<file path="src/rtl/hps_mag_writer.sv">
// Write side of the HPS magnitude RAM: squares and sums FFT bins into RAM, then holds the stream until the reader is done.
// Define HPS_MAG_SAT_EN to saturate magnitudes that overflow MAG_WIDTH instead of wrapping them.
module hps_mag_writer #(
  parameter int K_WIDTH    = 12,
  parameter int DATA_WIDTH = 16,
  parameter int MAG_WIDTH  = 24,
  parameter int MAG_SHIFT  = 8
) (
  input  logic                         clock,
  input  logic                         reset_n,
  input  logic                         s_valid,
  output logic                         s_ready,
  input  logic signed [DATA_WIDTH-1:0] s_re,
  input  logic signed [DATA_WIDTH-1:0] s_im,
  input  logic                         s_last,
  output logic                         ram_we,
  output logic [K_WIDTH-1:0]           ram_waddr,
  output logic [MAG_WIDTH-1:0]         ram_wdata,
  output logic                         fft_last,
  input  logic                         reader_done,
  output logic                         busy,
  output logic                         frame_err
);

  localparam int PROD_W = 2 * DATA_WIDTH;
  localparam int SUM_W  = PROD_W + 1;

  typedef enum logic [1:0] {
    ST_FILL  = 2'd0,
    ST_DRAIN = 2'd1,
    ST_HOLD  = 2'd2
  } state_t;

  function automatic logic [PROD_W-1:0] square(input logic signed [DATA_WIDTH-1:0] x);
    logic signed [PROD_W-1:0] xe;
    logic signed [PROD_W-1:0] p;
    xe = {{DATA_WIDTH{x[DATA_WIDTH-1]}}, x};
    p  = xe * xe;
    return p;
  endfunction

  function automatic logic [MAG_WIDTH-1:0] mag_reduce(input logic [PROD_W-1:0] a,
                                                      input logic [PROD_W-1:0] b);
    logic [SUM_W-1:0] sum;
    sum = {1'b0, a} + {1'b0, b};
`ifdef HPS_MAG_SAT_EN
    if (|(sum >> (MAG_SHIFT + MAG_WIDTH))) begin
      return {MAG_WIDTH{1'b1}};
    end else begin
      return MAG_WIDTH'(sum >> MAG_SHIFT);
    end
`else
    return MAG_WIDTH'(sum >> MAG_SHIFT);
`endif
  endfunction

  state_t                state_r;
  state_t                state_s;
  logic [K_WIDTH-1:0]    cnt_r;
  logic                  accept_s;
  logic                  at_max_s;
  logic                  frame_end_s;
  logic                  len_err_s;
  logic                  fft_last_s;

  logic                  s1_we_r;
  logic                  s1_last_r;
  logic [K_WIDTH-1:0]    s1_addr_r;
  logic [PROD_W-1:0]     s1_re2_r;
  logic [PROD_W-1:0]     s1_im2_r;
  logic                  s2_last_r;

  // Handshake and frame-length decode for the current input beat.
  always_comb begin
    accept_s    = s_valid && s_ready;
    at_max_s    = (cnt_r == {K_WIDTH{1'b1}});
    frame_end_s = accept_s && (s_last || at_max_s);
    len_err_s   = accept_s && (s_last != at_max_s);
  end

  // Next-state logic; DRAIN ends on the write carrying the frame's last flag.
  always_comb begin
    state_s    = state_r;
    fft_last_s = 1'b0;
    case (state_r)
      ST_FILL: begin
        if (frame_end_s) state_s = ST_DRAIN;
        else             state_s = ST_FILL;
      end
      ST_DRAIN: begin
        if (ram_we && s2_last_r) begin
          state_s    = ST_HOLD;
          fft_last_s = 1'b1;
        end else begin
          state_s = ST_DRAIN;
        end
      end
      ST_HOLD: begin
        if (reader_done) state_s = ST_FILL;
        else             state_s = ST_HOLD;
      end
      default: begin
        state_s = ST_FILL;
      end
    endcase
  end

  // State register, registered status outputs and the bin counter.
  always_ff @(posedge clock or negedge reset_n) begin
    if (!reset_n) begin
      state_r   <= ST_FILL;
      s_ready   <= 1'b1;
      busy      <= 1'b0;
      fft_last  <= 1'b0;
      frame_err <= 1'b0;
      cnt_r     <= {K_WIDTH{1'b0}};
    end else begin
      state_r   <= state_s;
      s_ready   <= (state_s == ST_FILL);
      busy      <= (state_s != ST_FILL);
      fft_last  <= fft_last_s;
      frame_err <= frame_err | len_err_s;
      if (frame_end_s) begin
        cnt_r <= {K_WIDTH{1'b0}};
      end else if (accept_s) begin
        cnt_r <= cnt_r + {{(K_WIDTH-1){1'b0}}, 1'b1};
      end
    end
  end

  // Stage 1: squares of both components plus address and frame-end tag.
  always_ff @(posedge clock or negedge reset_n) begin
    if (!reset_n) begin
      s1_we_r   <= 1'b0;
      s1_last_r <= 1'b0;
      s1_addr_r <= {K_WIDTH{1'b0}};
      s1_re2_r  <= {PROD_W{1'b0}};
      s1_im2_r  <= {PROD_W{1'b0}};
    end else begin
      s1_we_r   <= accept_s;
      s1_last_r <= frame_end_s;
      if (accept_s) begin
        s1_addr_r <= cnt_r;
        s1_re2_r  <= square(s_re);
        s1_im2_r  <= square(s_im);
      end
    end
  end

  // Stage 2: scaled magnitude drives the RAM write port directly.
  always_ff @(posedge clock or negedge reset_n) begin
    if (!reset_n) begin
      ram_we    <= 1'b0;
      s2_last_r <= 1'b0;
      ram_waddr <= {K_WIDTH{1'b0}};
      ram_wdata <= {MAG_WIDTH{1'b0}};
    end else begin
      ram_we    <= s1_we_r;
      s2_last_r <= s1_we_r && s1_last_r;
      if (s1_we_r) begin
        ram_waddr <= s1_addr_r;
        ram_wdata <= mag_reduce(s1_re2_r, s1_im2_r);
      end
    end
  end

endmodule

</file>
<file path="config.mk">
export PLATFORM = sky130hd
export DESIGN_NAME = hps_mag_writer
export DESIGN_NICKNAME = d
export VERILOG_FILES = /design/src/rtl/hps_mag_writer.sv
export SDC_FILE = /design/constraint.sdc
export NUM_CORES = 1
export LEC_CHECK = 0
export CAP_MARGIN = 15
export CORE_MARGIN = 10
export CORE_UTILIZATION = 61
export DETAILED_ROUTE_END_ITERATION = 12
export DONT_BUFFER_PORTS = 1
export PLACE_DENSITY_LB_ADDON = 0.25
export SLEW_MARGIN = 5
export SYNTH_ARGS = -nofsm -noshare
export SYNTH_HDL_FRONTEND = slang
export SYNTH_SLANG_ARGS = --single-unit
export TNS_END_PERCENT = 20
</file>
<file path="constraint.sdc">
create_clock -name clock -period 2.4 [get_ports clock]
set_clock_uncertainty 0.05 [all_clocks]
set_input_delay 0.24 -clock clock [delete_from_list [all_inputs] [get_ports clock]]
set_output_delay 0.24 -clock clock [all_outputs]
set_load 0.01 [all_outputs]
</file>
==> flow_metrics.py <==
metrics = {
    "run_status": {
        "status": "finished, violations left",
        "violations": "hold timing, setup timing",
    },
    "cells_and_area": {
        "fillers": 2563,
        "nets": 3622,
        "diodes": 0,
        "area_growth_pct": 22.04,
        "finish.utilization_pct": 75.60,
        "multi_input_area_mm2": 0.01932,
        "regArea_mm2": 0.003256,
        "layout-drive-gt1-share_pct": 23.42,
    },
    "clock_tree": {
        "cts_root_buffer": "clkbuf_16",
        "cts_buffer_depth": 2,
        "cts_made_buffers": 17,
        "worstSkewPairLatency_ps": 430,
        "htreeDepth": 4,
        "clock_sinks": 130,
        "cts_tree": "built",
        "cts_hold_buf": 2,
        "clk_pin_slew_worst_paths_ps": 70,
    },
    "critical_path": {
        "crit_type": "in -> reg",
        "ff2ff_setup_slack_ps": -260,
        "crit_required_ps": 2660,
        "regToRegEndpoint": "ram_wdata[23]$_DFFE_PN0P_",
        "crit_path_max_fanout": 17,
        "max_stage_delay_ps": 640,
        "cpMostUsedCell": "fa_1",
        "critPathCaptureType": "flop",
        "crit_path_top_delay_cell": "fa_2",
        "worstReg2RegStart": "s1_im2_r[16]$_DFFE_PN0P_",
        "start_kind": "primary input",
        "worstPathCellList": "inv_1 -> nor2_4 -> buf_4 -> fa_2 -> fa_1 -> fa_1 -> fa_1 -> fa_1 -> inv_1 -> fa_1 -> inv_1 -> ha_4 -> a21oi_4 -> nor2b_4 -> a41oi_2 -> o221ai_4 -> or2_4 -> a211o_1 -> and4_1 -> or3_1",
        "cp.arrival_ps": 5720,
        "reg2reg_depth": 10,
    },
    "floorplan": {
        "core_area_mm2": 0.03874,
        "rows": 72,
        "dieArea_mm2": 0.04767,
        "die_w_um": 218.3,
        "io_pins": 78,
        "start_util_pct": 61.94,
        "dieHeight_um": 218.3,
    },
    "routing": {
        "routedWlPerCell_um": 16.60,
        "ant_nets": 0,
        "drc": 0,
        "via_per_inst": 5.407,
        "dr.pass1.iters": 5,
        "vias": 18590,
        "routed_wl_um": 57080,
        "drt_iter0_drc": 1169,
    },
    "sta": {
        "rsz0062_at_grt": "true",
        "setup_slack_ps": -3061,
        "fin_crit_sh_pct": 227.6,
        "whs_ps": -554.1,
        "worst_slew_pin_slew_ps": 807.1,
        "final-max-slew-violation-count": 0,
        "hold_viol": 130,
        "relSlewSlack_pct": 45.70,
        "period_needed_ps": 5461,
        "setup_viol": 67,
        "fmax_mhz": 183.1,
    },
    "placed_design": {
        "gp_congestion": 0.9037,
        "port_buffers": 0,
        "dpl.hpwl_um": 45390,
    },
    "synth": {
        "synth_top_family_by_area": "adder cells",
        "synthCells": 2589,
        "synth_compound_area_share_pct": 8.593,
        "synth_commonest_cells": "inv_1, fa_1, nand2_1",
        "yosys-top-cells-area": "fa_1, dfrtp_1, ha_1",
        "synth_seq_area_share_pct": 13.56,
        "yosys_register_bits": 130,
        "ys.flop_type": "dfrtp_1",
        "syn_avg_cell_area_um2": 9.268,
        "yosys.area.top_type": "fa_1",
        "syn_area_mm2": 0.02400,
        "synthArstFlopShare_pct": 100.0,
        "syn-num-nets": 3304,
        "synth_warnings": 0,
        "synth_cell_type_count": 73,
        "synth_edf_count": 0,
        "synth_top_area_share_pct": 39.04,
        "synthXorXnorAreaFrac_pct": 3.468,
        "synth_fa_ha_area_share_pct": 49.99,
        "synth_most_common_cell": "inv_1",
        "muxShareOfSynthArea_pct": 1.111,
        "synth-simple-area-share_pct": 11.88,
    },
    "global_routing": {
        "antenna_found_initial": 0,
        "grt.total_usage_pct": 24.81,
        "grt_max_degree": 131,
        "overflow": 0,
        "grt_pass1_wl_um": 96730,
        "first_global_vias": 20970,
    },
    "run": {
        "cap_violations": 0,
    },
    "hold_path": {
        "hold_class": "in -> async",
    },
}
worst max-delay path, delay by kind of cell:
family | cells | cell delay [ps]
adder cells (fa/ha/maj) | 7 | 3390
AND/OR/NAND/NOR | 5 | 870
AO/OA/AOI/OAI | 4 | 850
buffers and inverters | 4 | 360
routing by layer:
layer	vias up	GRT usage, %	share of wire, %	wire length [µm]
li1	8540	-	-	-
met2	409	45.42	54	30680
met3	103	4.378	5.3	3032
met5	-	0	0	0
met1	9536	29.53	39	22010
met4	0	6.272	2.4	1350
flip-flops by register name, indices dropped and copies added (netlist names), 2 cells and up:
register   flops
state_r        2
s1_addr_r     12
cnt_r         12
s1_re2_r      30
ram_wdata     24
s1_im2_r      30
ram_waddr     12
cells by family after synthesis:
kind of cell             Yosys count
multiplexers                      24
AND/OR/NAND/NOR                  625
buffers and inverters            728
AO/OA/AOI/OAI                    309
adder cells (fa/ha/maj)          678
XOR/XNOR                          95
flip-flops                       130
layout by cell type, fill, tap and decap left out, types with 8 or more instances in the layout:
master	count
a21oi_1	40
o21a_1	9
xor2_1	26
o211ai_1	10
a31o_2	8
nand2_2	17
fa_1	449
xnor2_1	61
o21bai_1	8
buf_4	347
fa_2	19
nand2b_1	11
inv_1	631
a21oi_2	24
dfrtp_1	128
nor3_1	14
nor2_1	83
ha_4	36
nor2_2	11
nand2_1	296
or3_1	13
o31ai_1	8
buf_6	18
and2_4	18
inv_2	21
a211oi_1	8
a211oi_2	8
a21o_1	30
o21ai_2	9
mux2_2	21
ha_1	169
nand3_1	26
and3_1	10
clkbuf_16	17
o21ai_0	35
and2_1	63
o21ai_1	35
worst max path at each step:
stage                   from                        to  slack, ps
CTS                 s_im[15]  s1_im2_r[28]$_DFFE_PN0P_      -2940
global route         s_im[2]  s1_im2_r[28]$_DFFE_PN0P_      -3190
global placement     s_im[7]  s1_im2_r[28]$_DFFE_PN0P_      -3400
detailed placement  s_im[15]  s1_im2_r[28]$_DFFE_PN0P_      -3510
floorplan            s_im[4]  s1_im2_r[28]$_DFFE_PN0P_      -3240
finish               s_im[2]  s1_im2_r[28]$_DFFE_PN0P_      -3060
final cells by class:
type	count	area share, %
Multi-Input combinational cell	1731	65.97
Sequential cell	130	11.12
Timing Repair Buffer	373	10.07
Tap cell	518	2.213
Clock buffer	18	1.500
Clock inverter	14	0.7263
Inverter	654	8.408
metrics by stage:
stage                     std cells  instance area (µm²)  TNS, ps  setup slack, ps
final                          3438                29280  -119510            -3061
after global routing           3438                29280  -130090            -3188
after CTS                      3427                28780  -118290            -2945
after detailed placement       3380                27440  -152200            -3509
after global placement         3380                27440  -146390            -3405
after floorplan                2589                24680  -132600            -3239
repair_timing:
action	CTS	global route
pin swaps	96	45
resized for setup	157	95
setup endpoints to repair	75	76
hold endpoints to repair	132	130
buffers inserted	13	12
Power is not shown: default switching activity piles up to over one toggle a cycle in this logic, so the estimate is an artifact.
